`src/rtl/vram_text_pkg.sv`:
```
// Shared types and constants for the text VRAM writer.
package vram_text_pkg;

    typedef enum logic [1:0] {
        StClrAll,
        StIdle,
        StClrLine
    } state_e;

    localparam logic [7:0] CH_BS = 8'h08;
    localparam logic [7:0] CH_LF = 8'h0A;
    localparam logic [7:0] CH_FF = 8'h0C;
    localparam logic [7:0] CH_CR = 8'h0D;

    localparam int unsigned COLS_DEF  = 60;
    localparam int unsigned ROWS_DEF  = 17;
    localparam logic [7:0]  BLANK_DEF = 8'h20;

endpackage

```
`src/rtl/vram_row_base.sv`:
```
// Row index to VRAM base address (row * COLS) without a multiplier.
module vram_row_base #(
    parameter int unsigned COLS   = 60,
    parameter int unsigned ADDR_W = 10
) (
    input  logic [4:0]        row,
    output logic [ADDR_W-1:0] base
);

    logic [ADDR_W-1:0] row_w;
    assign row_w = ADDR_W'(row);

    if (COLS == 60) begin : g_shift_add
        assign base = (row_w << 6) - (row_w << 2);
    end else begin : g_generic
        // Sum of shifted copies for each set bit of COLS.
        always_comb begin
            base = '0;
            for (int i = 0; i < 32; i++) begin
                if (COLS[i]) base = base + (row_w << i);
            end
        end
    end

endmodule

```
`src/rtl/vram_text_writer.sv`:
```
// Byte-stream to text VRAM port-A writer with cursor, wrap, clear, BS and FF handling.
module vram_text_writer
    import vram_text_pkg::*;
#(
    parameter int unsigned COLS   = COLS_DEF,
    parameter int unsigned ROWS   = ROWS_DEF,
    parameter int unsigned ADDR_W = 10,
    parameter logic [7:0]  BLANK  = BLANK_DEF
) (
    input  logic              MEMORY_CLK,
    input  logic              rst_n,
    input  logic              in_valid,
    input  logic [7:0]        in_data,
    output logic              in_ready,
    output logic              v_cea,
    output logic [ADDR_W-1:0] v_ada,
    output logic [7:0]        v_din,
    output logic [5:0]        cursor_col,
    output logic [4:0]        cursor_row,
    output logic              busy
);

    localparam logic [ADDR_W-1:0] CNT_ALL_LAST = ADDR_W'(COLS * ROWS - 1);
    localparam logic [ADDR_W-1:0] CNT_COL_LAST = ADDR_W'(COLS - 1);
    localparam logic [ADDR_W-1:0] CNT_ONE      = ADDR_W'(1);
    localparam logic [5:0]        COL_LAST     = 6'(COLS - 1);
    localparam logic [4:0]        ROW_LAST     = 5'(ROWS - 1);

    state_e            state_q, state_d;
    logic [ADDR_W-1:0] cnt_q, cnt_d;
    logic [5:0]        col_q, col_d;
    logic [4:0]        row_q, row_d;
    logic              cea_q, cea_d;
    logic [ADDR_W-1:0] ada_q, ada_d;
    logic [7:0]        din_q, din_d;

    logic [ADDR_W-1:0] base;
    logic [4:0]        row_next;

    vram_row_base #(
        .COLS   (COLS),
        .ADDR_W (ADDR_W)
    ) u_row_base (
        .row  (row_q),
        .base (base)
    );

    assign row_next = (row_q == ROW_LAST) ? 5'd0 : row_q + 5'd1;

    always_comb begin
        state_d = state_q;
        cnt_d   = cnt_q;
        col_d   = col_q;
        row_d   = row_q;
        cea_d   = 1'b0;
        ada_d   = ada_q;
        din_d   = din_q;
        unique case (state_q)
            StClrAll: begin
                cea_d = 1'b1;
                ada_d = cnt_q;
                din_d = BLANK;
                if (cnt_q == CNT_ALL_LAST) begin
                    state_d = StIdle;
                    cnt_d   = '0;
                    col_d   = '0;
                    row_d   = '0;
                end else begin
                    cnt_d = cnt_q + CNT_ONE;
                end
            end
            StClrLine: begin
                // row_q already holds the new row here
                cea_d = 1'b1;
                ada_d = base + cnt_q;
                din_d = BLANK;
                if (cnt_q == CNT_COL_LAST) begin
                    state_d = StIdle;
                    cnt_d   = '0;
                end else begin
                    cnt_d = cnt_q + CNT_ONE;
                end
            end
            StIdle: begin
                if (in_valid) begin
                    if (in_data >= 8'h20) begin
                        cea_d = 1'b1;
                        ada_d = base + ADDR_W'(col_q);
                        din_d = in_data;
                        if (col_q == COL_LAST) begin
                            col_d   = '0;
                            row_d   = row_next;
                            state_d = StClrLine;
                            cnt_d   = '0;
                        end else begin
                            col_d = col_q + 6'd1;
                        end
                    end else begin
                        case (in_data)
                            CH_LF: begin
                                col_d   = '0;
                                row_d   = row_next;
                                state_d = StClrLine;
                                cnt_d   = '0;
                            end
                            CH_CR: col_d = '0;
                            CH_BS: begin
                                if (col_q != 6'd0) begin
                                    col_d = col_q - 6'd1;
                                    cea_d = 1'b1;
                                    ada_d = base + ADDR_W'(col_q - 6'd1);
                                    din_d = BLANK;
                                end
                            end
                            CH_FF: begin
                                state_d = StClrAll;
                                cnt_d   = '0;
                            end
                            default: ;
                        endcase
                    end
                end
            end
            default: begin
                state_d = StClrAll;
                cnt_d   = '0;
            end
        endcase
    end

    always_ff @(posedge MEMORY_CLK or negedge rst_n) begin
        if (!rst_n) begin
            state_q <= StClrAll;
            cnt_q   <= '0;
            col_q   <= '0;
            row_q   <= '0;
            cea_q   <= 1'b0;
            ada_q   <= '0;
            din_q   <= '0;
        end else begin
            state_q <= state_d;
            cnt_q   <= cnt_d;
            col_q   <= col_d;
            row_q   <= row_d;
            cea_q   <= cea_d;
            ada_q   <= ada_d;
            din_q   <= din_d;
        end
    end

    assign in_ready   = (state_q == StIdle);
    assign busy       = (state_q != StIdle);
    assign v_cea      = cea_q;
    assign v_ada      = ada_q;
    assign v_din      = din_q;
    assign cursor_col = col_q;
    assign cursor_row = row_q;

endmodule

```
`config.mk`:
```
export PLATFORM = sky130hd
export DESIGN_NAME = vram_text_writer
export DESIGN_NICKNAME = d
export VERILOG_FILES = /design/src/rtl/vram_text_pkg.sv /design/src/rtl/vram_row_base.sv /design/src/rtl/vram_text_writer.sv
export SDC_FILE = /design/constraint.sdc
export NUM_CORES = 1
export LEC_CHECK = 0
export ABC_CLOCK_PERIOD_IN_PS = 8700
export BUFFER_PORTS_ARGS = -buffer_cell sky130_fd_sc_hd__clkbuf_2
export CAP_MARGIN = 20
export CORE_UTILIZATION = 45
export DETAILED_ROUTE_END_ITERATION = 10
export HOLD_SLACK_MARGIN = 0.02
export PLACE_DENSITY = 0.77
export SYNTH_ARGS = -nofsm -noshare
export SYNTH_HDL_FRONTEND = slang
export SYNTH_SLANG_ARGS = --single-unit
export TNS_END_PERCENT = 100
```
`constraint.sdc`:
```
create_clock -name MEMORY_CLK -period 8.7 [get_ports MEMORY_CLK]
set_input_delay 0.435 -clock MEMORY_CLK [delete_from_list [all_inputs] [get_ports MEMORY_CLK]]
set_output_delay 0.435 -clock MEMORY_CLK [all_outputs]
set_load 0.03 [all_outputs]
```
==> run metrics, run 1 <==
Max Cap Viol=0; vias in the first global route=2,460; setup violators final=0; placed instance count=459; Die W=83.3 um; Synth Flop Type=dfrtp_1; Synth Net Count=389; Synth Warn #=0; minimum clock period=3620 ps; synthesized flop and latch total=42; number of synthesized flops with an enable pin=0; setup TNS=0 ps; Longest Clk Path Bufs=2; DR vias/cell=5.59; Min Hold Slack=64.7 ps; reg2reg path depth=11; CTS tree=yes; Total Wirelength=6860 um; total number of vias=2,622; Fill cells=593; worst path arrival time=3830 ps; Row Count=29; postcts setup bufs=0; P per Cell Area=104 mW/mm^2; Max FO, Critical Path=30; CP Capture Type=flip-flop; Iter 0 DRT Violations=194; fmax=277 MHz; initial antenna violation count=0; worst endpoint required time=8910 ps; Antenna Cells=0; hold_buf cts=0; drt wl/cell=14.6 um; GRT overflow=0; r2r setup slk=5080 ps; Routed Antenna Nets=0; # IOs=43; All-Layer GR Usage=20.7%; Max IR drop VDD=0.0638 mV; skew final=9.24 ps; R2R Path End=v_ada[9]; Setup CP Type=flip-flop to flip-flop; Final Hold Fails=0; DIE AREA=0.00693 mm^2; clk slew on worst S/H paths=90 ps; H-tree depth=2; Final period util=41.6%; die height=83.3 um; TritonCTS Buffers=5; Initial Utilization=46.8%; fin nets=421; clk_lat worst skew=300 ps; Post-Syn Area per Cell=8.28 um^2; Seq/Total Area, Yosys=35.4%; most frequent cells in the layout=nand2_1 (48), o21ai_0 (46), dfrtp_1 (42), clkbuf_2 (42), nor2_1 (26); area delta synth->final=11.7%; most common cell after layout, fill and taps aside=nand2_1; type of origin of the critical path=flip-flop; r2r startpoint=state_q[1]; RSZ-0062 raised after global routing=false; run status=completed; pin count of the biggest net entering global routing=43; asr flop ratio synth=100%; HP Class=input port to async pin; post-synthesis cell area=0.00297 mm^2; Core Area=0.00635 mm^2; global-route wire length before repair=11,800 um; GPL Wtd Cong=0.929; drc violations=0; Non-Filler Instances=469; Cells after Synth=359; share of post-route cells with drive strength above 1=16.6%; post-CTS sizing=0; Yosys top cell area share=35.4%; synth top area cells=dfrtp_1 (35%), o21ai_0 (7.7%), ha_1 (7.6%), nand2_1 (6.1%), a21oi_1 (3.4%); cell taking the most area after synthesis=dfrtp_1; Pleak=0.00147 uW; CTS Sinks=42; count of different cell masters after synthesis=56; DRT Pass-1 Iters=5; IO Port Bufs=42; Slew HR=38.9%; Worst Tran Pin Value=916 ps; fin. max-slew vios=0; hpwl dp=5150 um; Root Buffer Master=clkbuf_8
==> worst max-delay path by stage <==
stage,startpoint,endpoint,slack [ps],depth (start not counted)
finish,state_q[1],v_ada[9],5080,11
global route,state_q[1],v_ada[9],4620,11
CTS,state_q[1],v_ada[9],5050,11
detailed placement,state_q[1],v_ada[9],5050,11
global placement,state_q[1],v_ada[9],5260,11
floorplan,state_q[1],v_ada[9],5170,13
==> flip-flops by register name (all words and copies together) (netlist names) <==
signal / cells
v_cea: 1
cursor_col: 6
state_q: 2
cnt_q: 10
v_din: 8
v_ada: 10
cursor_row: 5
==> worst max-delay path: stages, from the launching register on <==
cell       delay (ps)
dfrtp_1           400
inv_1             100
ha_1              770
nand4_1           340
o21ai_0           180
ha_1              310
nand3_1           110
nor2_1             50
a2111oi_0         620
o21ai_0           230
xnor2_1           170
o31ai_1           240
==> through the flow <==
| step | utilization [%] | total power (uW) | setup slack, ps | cell area (um^2) |
|---|---|---|---|---|
| finish | 52.3 | 344 | 5080 | 3320 |
| global route | 52.3 | 357 | 4620 | 3320 |
| CTS | 51.7 | 348 | 5050 | 3280 |
| detailed placement | 50.2 | 212 | 5050 | 3190 |
| global placement | 50.2 | 212 | 5260 | 3190 |
| floorplan | - | 204 | 5170 | 2970 |
==> layer usage <==
metal  up-vias  routed length [um]  global-route usage, %
met3        10                 352                   3.38
met4         0                  91                   5.80
met5         -                   0                      0
met2        68                3090                   32.9
met1      1211                3320                   29.1
li1       1333                   -                      -
==> cell usage after synthesis, types with 3 or more instances <==
| master | count |
|---|---|
| inv_1 | 17 |
| a2bb2oi_1 | 3 |
| mux2i_1 | 4 |
| dfrtp_1 | 42 |
| o22ai_1 | 4 |
| ha_1 | 18 |
| clkbuf_1 | 13 |
| o31ai_1 | 11 |
| nand3_1 | 13 |
| xnor2_1 | 10 |
| buf_2 | 3 |
| xor2_1 | 7 |
| o21ai_1 | 3 |
| nor3_1 | 5 |
| nand2b_1 | 4 |
| nor2_1 | 26 |
| nor2b_1 | 7 |
| nand2_1 | 48 |
| a21oi_1 | 20 |
| o21ai_0 | 46 |
| and3_1 | 8 |
| nor3b_1 | 3 |
==> power breakdown <==
part	switching (uW)	total, uW	internal, uW
sequential	0.0242	195	195
combinational	9.39	13.9	4.52
clock	71.4	135	63.9
total	80.8	344	263
==> cell type report <==
class	instances	area (um^2)	share of cell area (%)
Multi-Input combinational cell	281	1770	53.2
Sequential cell	42	1050	31.7
Timing Repair Buffer	44	245	7.39
Tap cell	77	96.3	2.90
Clock buffer	6	82.6	2.49
Inverter	17	63.8	1.92
Clock inverter	2	12.5	0.377
==> cell families (layout without fill, tap and decap cells) <==
logic type	Yosys count	after routing	share of synthesized area, %
xor gates and xnor gates	17	17	5.01
AOI/OAI and AO/OA	110	110	22.8
muxes	5	5	1.73
and+or+nand+nor	130	130	21.6
buffers and inverters	36	69	5.31
DFF	42	42	35.4
adders and majority gates	19	19	8.25
No activity file was read; power rests on OpenSTA's default activity.
==> inputs of run 2 (changes only) <==
ABC_AREA = 1   (was not set)
ABC_CLOCK_PERIOD_IN_PS = 3200   (was 8700)
PLACE_DENSITY = 0.79   (was 0.77)
clock period = 3.2 ns   (was 8.7 ns; I/O delays follow)
==> run 2 against run 1 <==
Effect of this change:
- first-iteration DRC count down 19%
- setup slack worse by 4700 ps
- final cell count up 22%
- clock power rose to 2.6 times the previous value
- combinational power rose to 180 times the previous value
- cell area up 7.6%
- sequential cell count unchanged
- maximum frequency up 30%
- sequential power rose to 4.2 times the previous value
- critical path type unchanged
==> run metrics, run 2 <==
top-count cell post-synth=nand2_1; skew final=8.81 ps; clk_lat worst skew=300 ps; synthesized flop and latch total=42; Crit-path slowest cell=dfrtp_1; pin count of the biggest net entering global routing=43; hpwl dp=6280 um; Yosys top cell area share=33.2%; DIE AREA=0.00737 mm^2; Core Area=0.00679 mm^2; fin. max-slew vios=0; number of synthesized flops with an enable pin=0; CTS Sinks=42; CP Capture Type=flip-flop; top post-synthesis cells by count=nand2_1 (91), inv_1 (48), dfrtp_1 (42), nand3_1 (38); total number of vias=3,066; CTS tree=yes; Die W=85.8 um; Placed Area=0.00345 mm^2; Min Hold Slack=113 ps; area delta synth->final=12.9%; drc violations=0; Final Hold Fails=0; placed instance count=562; share of post-route cells with drive strength above 1=17.2%; # IOs=43; Max FO, Critical Path=6; Longest Clk Path Bufs=2; Reg area=0.00105 mm^2; GPL Wtd Cong=0.968; switching power total=2050 uW; Max stage delay on crit path=440 ps; multi-input logic area=0.00185 mm^2; Max Cap Viol=0; DR vias/cell=5.36; Design Power=3710 uW; final instance area=0.00357 mm^2; Seq/Total Area, Yosys=33.2%; TritonCTS Buffers=5; HP Class=input port to flip-flop; Initial Utilization=46.6%; Slew HR=70.3%; P per Cell Area=1040 mW/mm^2; H-tree depth=2; Total Wirelength=8170 um; worst path arrival time=2980 ps; Non-Filler Instances=572; Sw Share=55.5%; Cells after Synth=432; Iter 0 DRT Violations=158; minimum clock period=2790 ps; Final period util=87.2%; GRT overflow=0; sequential share of power=22.1%; postcts setup bufs=0; setup violators final=0; All-Layer GR Usage=23.4%; Synth Flop Type=dfrtp_1; clk slew on worst S/H paths=90 ps; DRT Pass-1 Iters=5; Routed Antenna Nets=0; drt wl/cell=14.3 um; initial antenna violation count=0; synth top area cells=dfrtp_1 (33%), nand2_1 (11%), ha_1 (7.1%), nand3_1 (6.0%), inv_1 (5.7%); run status=completed; die height=85.8 um; cell taking the most area after synthesis=dfrtp_1; Critical Path Most Common Cell=a21oi_1; clock share of power=9.5%; critical-path cell list=inv_1, ha_1, nand3_1, o21ai_0, inv_1, a21oi_1, ha_1, a21oi_1, o21ai_0, a21oi_1, nand3_1, nand3_1, a21oi_1; hold_buf cts=0; fmax=359 MHz; Setup CP Type=flip-flop to flip-flop; Antenna Cells=0; Max IR drop VDD=0.497 mV; count of different cell masters after synthesis=40; Pint=1650 uW; most frequent cells in the layout=nand2_1 (91), inv_1 (48), dfrtp_1 (42), clkbuf_2 (42), nand3_1 (38); fin nets=505; asr flop ratio synth=100%; RSZ-0062 raised after global routing=false; Post-Syn Area per Cell=7.32 um^2; worst endpoint required time=3390 ps; Worst Tran Pin Value=441 ps; Row Count=30; post-CTS sizing=0; Pleak=0.00182 uW; post-synthesis cell area=0.00316 mm^2; Fill cells=661; vias in the first global route=2,897; power share of the combinational group=68.4%; Root Buffer Master=clkbuf_8; setup TNS=0 ps; IO Port Bufs=42; global-route wire length before repair=13,500 um; Synth Warn #=0; most common cell after layout, fill and taps aside=nand2_1; Synth Net Count=462; type of origin of the critical path=flip-flop
[run 2: changes by cell type in the layout (fill, tap and decap cells not counted), moves of 7 or more]
cell,before,now
inv_1,17,48
nor2b_1,7,0
nor2_1,26,35
nand3_1,13,38
and3_1,8,0
o21ai_0,46,35
a21oi_1,20,33
o31ai_1,11,3
nand2_1,48,91
[run 2: final cells by class]
class,count,area share (%)
multi-input cells,326,51.8
flip-flops and latches,42,29.4
repair buffers,47,7.36
inverters,53,5.61
well taps,96,3.36
clock buffers,6,2.03
clock inverters,2,0.385
[run 2: path summary, 6_finish.rpt]
kind | endpoint | from | slack [ps] | cells past startpoint
max in group asynchronous | cursor_row[3] | rst_n | 2460 | 3
min | v_din[6] | in_data[6] | 110 | 3
max | v_ada[9] | cursor_col[0] | 410 | 13
min reg2reg | v_din[7] | v_din[7] | 490 | 2
min in group asynchronous | cnt_q[1] | rst_n | 260 | 2
max reg2reg | v_ada[9] | cursor_col[0] | 410 | 13
[run 2: worst max-delay path: cells and delay by family (launching register included)]
kind                     cells  cell delay (ps)
AO/OA/AOI/OAI                6             1080
adder cells (fa/ha/maj)      2              560
flip-flops                   1              440
buffers and inverters        2              310
AND/OR/NAND/NOR              3              270
[run 2: power groups by stage]
| stage | Combinational, uW | Clock, uW | Sequential [uW] |
|---|---|---|---|
| final | 2540 | 351 | 818 |
| after global routing | 2800 | 383 | 842 |
| after CTS | 2510 | 358 | 818 |
| after detailed placement | 2500 | 0 | 829 |
| after global placement | 2460 | 0 | 818 |
| after floorplan | 1720 | 0 | 1030 |
[run 2: cell families after synthesis]
logic type	share of synthesized area, %
AO/OA/AOI/OAI	18.2
XOR/XNOR	4.43
adder cells (fa/ha/maj)	7.75
buffers and inverters	8.27
flip-flops	33.2
AND/OR/NAND/NOR	28.1
[run 2: metrics by stage]
step	utilization, %	setup slack (ps)
5_1_grt	52.6	78.9
2_1_floorplan	-	532
4_1_cts	52.1	444
3_5_place_dp	50.8	460
3_3_place_gp	50.8	579
6_report	52.6	411
[run 2: routing by layer]
layer	vias to the layer above	global-route usage [%]	part of all wire, %
met5	-	0	0
met4	0	9.85	2.6
met3	23	3.56	4.5
met2	98	39.1	48
met1	1427	30.2	45
li1	1518	-	-
==> inputs of run 3 (changes only) <==
BUFFER_PORTS_ARGS = not set   (was -buffer_cell sky130_fd_sc_hd__clkbuf_2)
DONT_BUFFER_PORTS = 1   (was not set)
PLACE_DENSITY = 0.74   (was 0.79)
==> run 3 against run 2 <==
Effect of this change:
- clock skew fell by 0.64 ps
- critical endpoint unchanged
- via count fell by 4.9%
- cell area fell by 3.6%
- final cell count fell by 6.1%
- power fell by 0.95%
- first-iteration DRC count rose by 34%
- clock-buffer cell count rose by 1
- register-to-register slack improved by 50 ps
- non-clock buffer count fell by 35
- highest routed layer unchanged
- setup slack improved by 47 ps
==> run metrics, run 3 (synthesized netlist as in run 2, its figures left out) <==
fin. max-slew vios=0; Place WS=297 ps; Crit-path slowest cell=dfrtp_1; global-route wire length before repair=13,200 um; Hold EP=v_din[1]; run status=completed; Max Cap Viol=0; fmax=365 MHz; drt wl/cell=14.5 um; IO Port Bufs=0; clock share of power=11.5%; Min Hold Slack=26.5 ps; most frequent cells in the layout=nand2_1 (91), inv_1 (48), dfrtp_1 (42); total number of vias=2,916; die height=85.8 um; P per Cell Area=1070 mW/mm^2; Core Area=0.00679 mm^2; # IOs=43; Initial Utilization=46.6%; share of post-route cells with drive strength above 1=9.75%; Critical Path Start=cursor_col[0]; Critical Path Most Common Cell=a21oi_1; HP Class=input port to flip-flop; sequential share of power=28.6%; CTS tree=yes; switching power total=2000 uW; CTS Sinks=42; postcts setup bufs=0; minimum clock period=2740 ps; Slew HR=65.4%; skew final=8.17 ps; Die W=85.8 um; reg2reg path depth=13; type of origin of the critical path=flip-flop; power share of the combinational group=59.9%; Total Wirelength=7810 um; H-tree depth=2; RSZ-0062 raised after global routing=false; Pleak=0.00167 uW; Pint=1670 uW; GRT overflow=0; Max IR drop VDD=0.401 mV; R2R Path End=v_ada[9]; area delta synth->final=8.78%; pin count of the biggest net entering global routing=43; Worst Tran Pin Value=519 ps; Setup WS post-layout=458 ps; fin util=50.6%; TritonCTS Buffers=5; Final period util=85.7%; r2r startpoint=cursor_col[0]; Non-Filler Instances=537; placed instance count=524; clk_lat worst skew=300 ps; worst endpoint required time=3390 ps; setup violators final=0; setup TNS=0 ps; All-Layer GR Usage=22.8%; Setup CP Type=flip-flop to flip-flop; vias in the first global route=2,762; fin nets=470; Iter 0 DRT Violations=211; DRT Pass-1 Iters=4; r2r setup slk=460 ps; Row Count=30; Max stage delay on crit path=380 ps; CP Capture Type=flip-flop; Root Buffer Master=clkbuf_8; initial antenna violation count=0; Antenna Cells=0; DIE AREA=0.00737 mm^2; worst path arrival time=2930 ps; critical-path cell list=inv_1, ha_1, nand3_1, o21ai_1, inv_1, a21oi_1, ha_1, a21oi_1, o21ai_0, a21oi_1, nand3_1, nand3_1, a21oi_1; Routed Antenna Nets=0; clk slew on worst S/H paths=80 ps; Sw Share=54.4%; hpwl dp=6000 um; most common cell after layout, fill and taps aside=nand2_1; Longest Clk Path Bufs=2; Hold Startpoint=in_data[1]; drc violations=0; DR vias/cell=5.43; Final Hold Fails=0; Max FO, Critical Path=6; GPL Wtd Cong=0.927; hold-critical path depth=2
## run 3: layout make-up
type                       instances  area, um^2
fill                             654        3350
multi-input combinational        326        1850
sequential                        42        1050
inverter                          53         200
tap                               96         120
timing repair buffer              12         113
clock buffer                       7        76.3
clock inverter                     1        30.0
## run 3: repair_timing
item | 4_1_cts | 5_1_grt
hold buffers | 5 | 0
gates resized for setup | 0 | 1
endpoints found under the setup margin | 0 | 2
endpoints found under the hold margin | 45 | 0
## run 3: metrics by stage
| step | power (uW) | cell area [um^2] |
|---|---|---|
| floorplan | 2750 | 3160 |
| global placement | 3180 | 3270 |
| detailed placement | 3210 | 3270 |
| CTS | 3660 | 3440 |
| global route | 4040 | 3440 |
| finish | 3670 | 3440 |
## run 3: metal layers
| layer | vias to the layer above | wire length [um] | track usage (%) | share of wire, % |
|---|---|---|---|---|
| li1 | 1459 | - | - | - |
| met1 | 1331 | 3550 | 30.4 | 45 |
| met2 | 113 | 3510 | 36.3 | 45 |
| met3 | 13 | 591 | 5.39 | 7.6 |
| met4 | 0 | 161 | 7.88 | 2.1 |
| met5 | - | 0 | 0 | 0 |
## run 3: worst max path at each step
stage / endpoint / slack [ps] / depth (start not counted)
finish: v_ada[9] / 460 / 13
global route: v_ada[9] / 80 / 12
CTS: v_ada[9] / 290 / 13
detailed placement: v_ada[7] / 300 / 12
global placement: v_ada[7] / 340 / 12
floorplan: v_ada[7] / 530 / 15
## run 3: worst max-delay path: cells and delay by family (launching register included)
kind / cells / cell delay, ps
adder cells (fa/ha/maj): 2 / 590
AND/OR/NAND/NOR: 3 / 280
flip-flops: 1 / 380
AO/OA/AOI/OAI: 6 / 1090
buffers and inverters: 2 / 300
## run 3: power groups by stage
stage          logic, uW  clock network, uW  registers (uW)
2_1_floorplan       1720                  0            1030
3_3_place_gp        2130                  0            1060
3_5_place_dp        2150                  0            1060
4_1_cts             2180                428            1050
5_1_grt             2510                454            1070
6_report            2200                422            1050
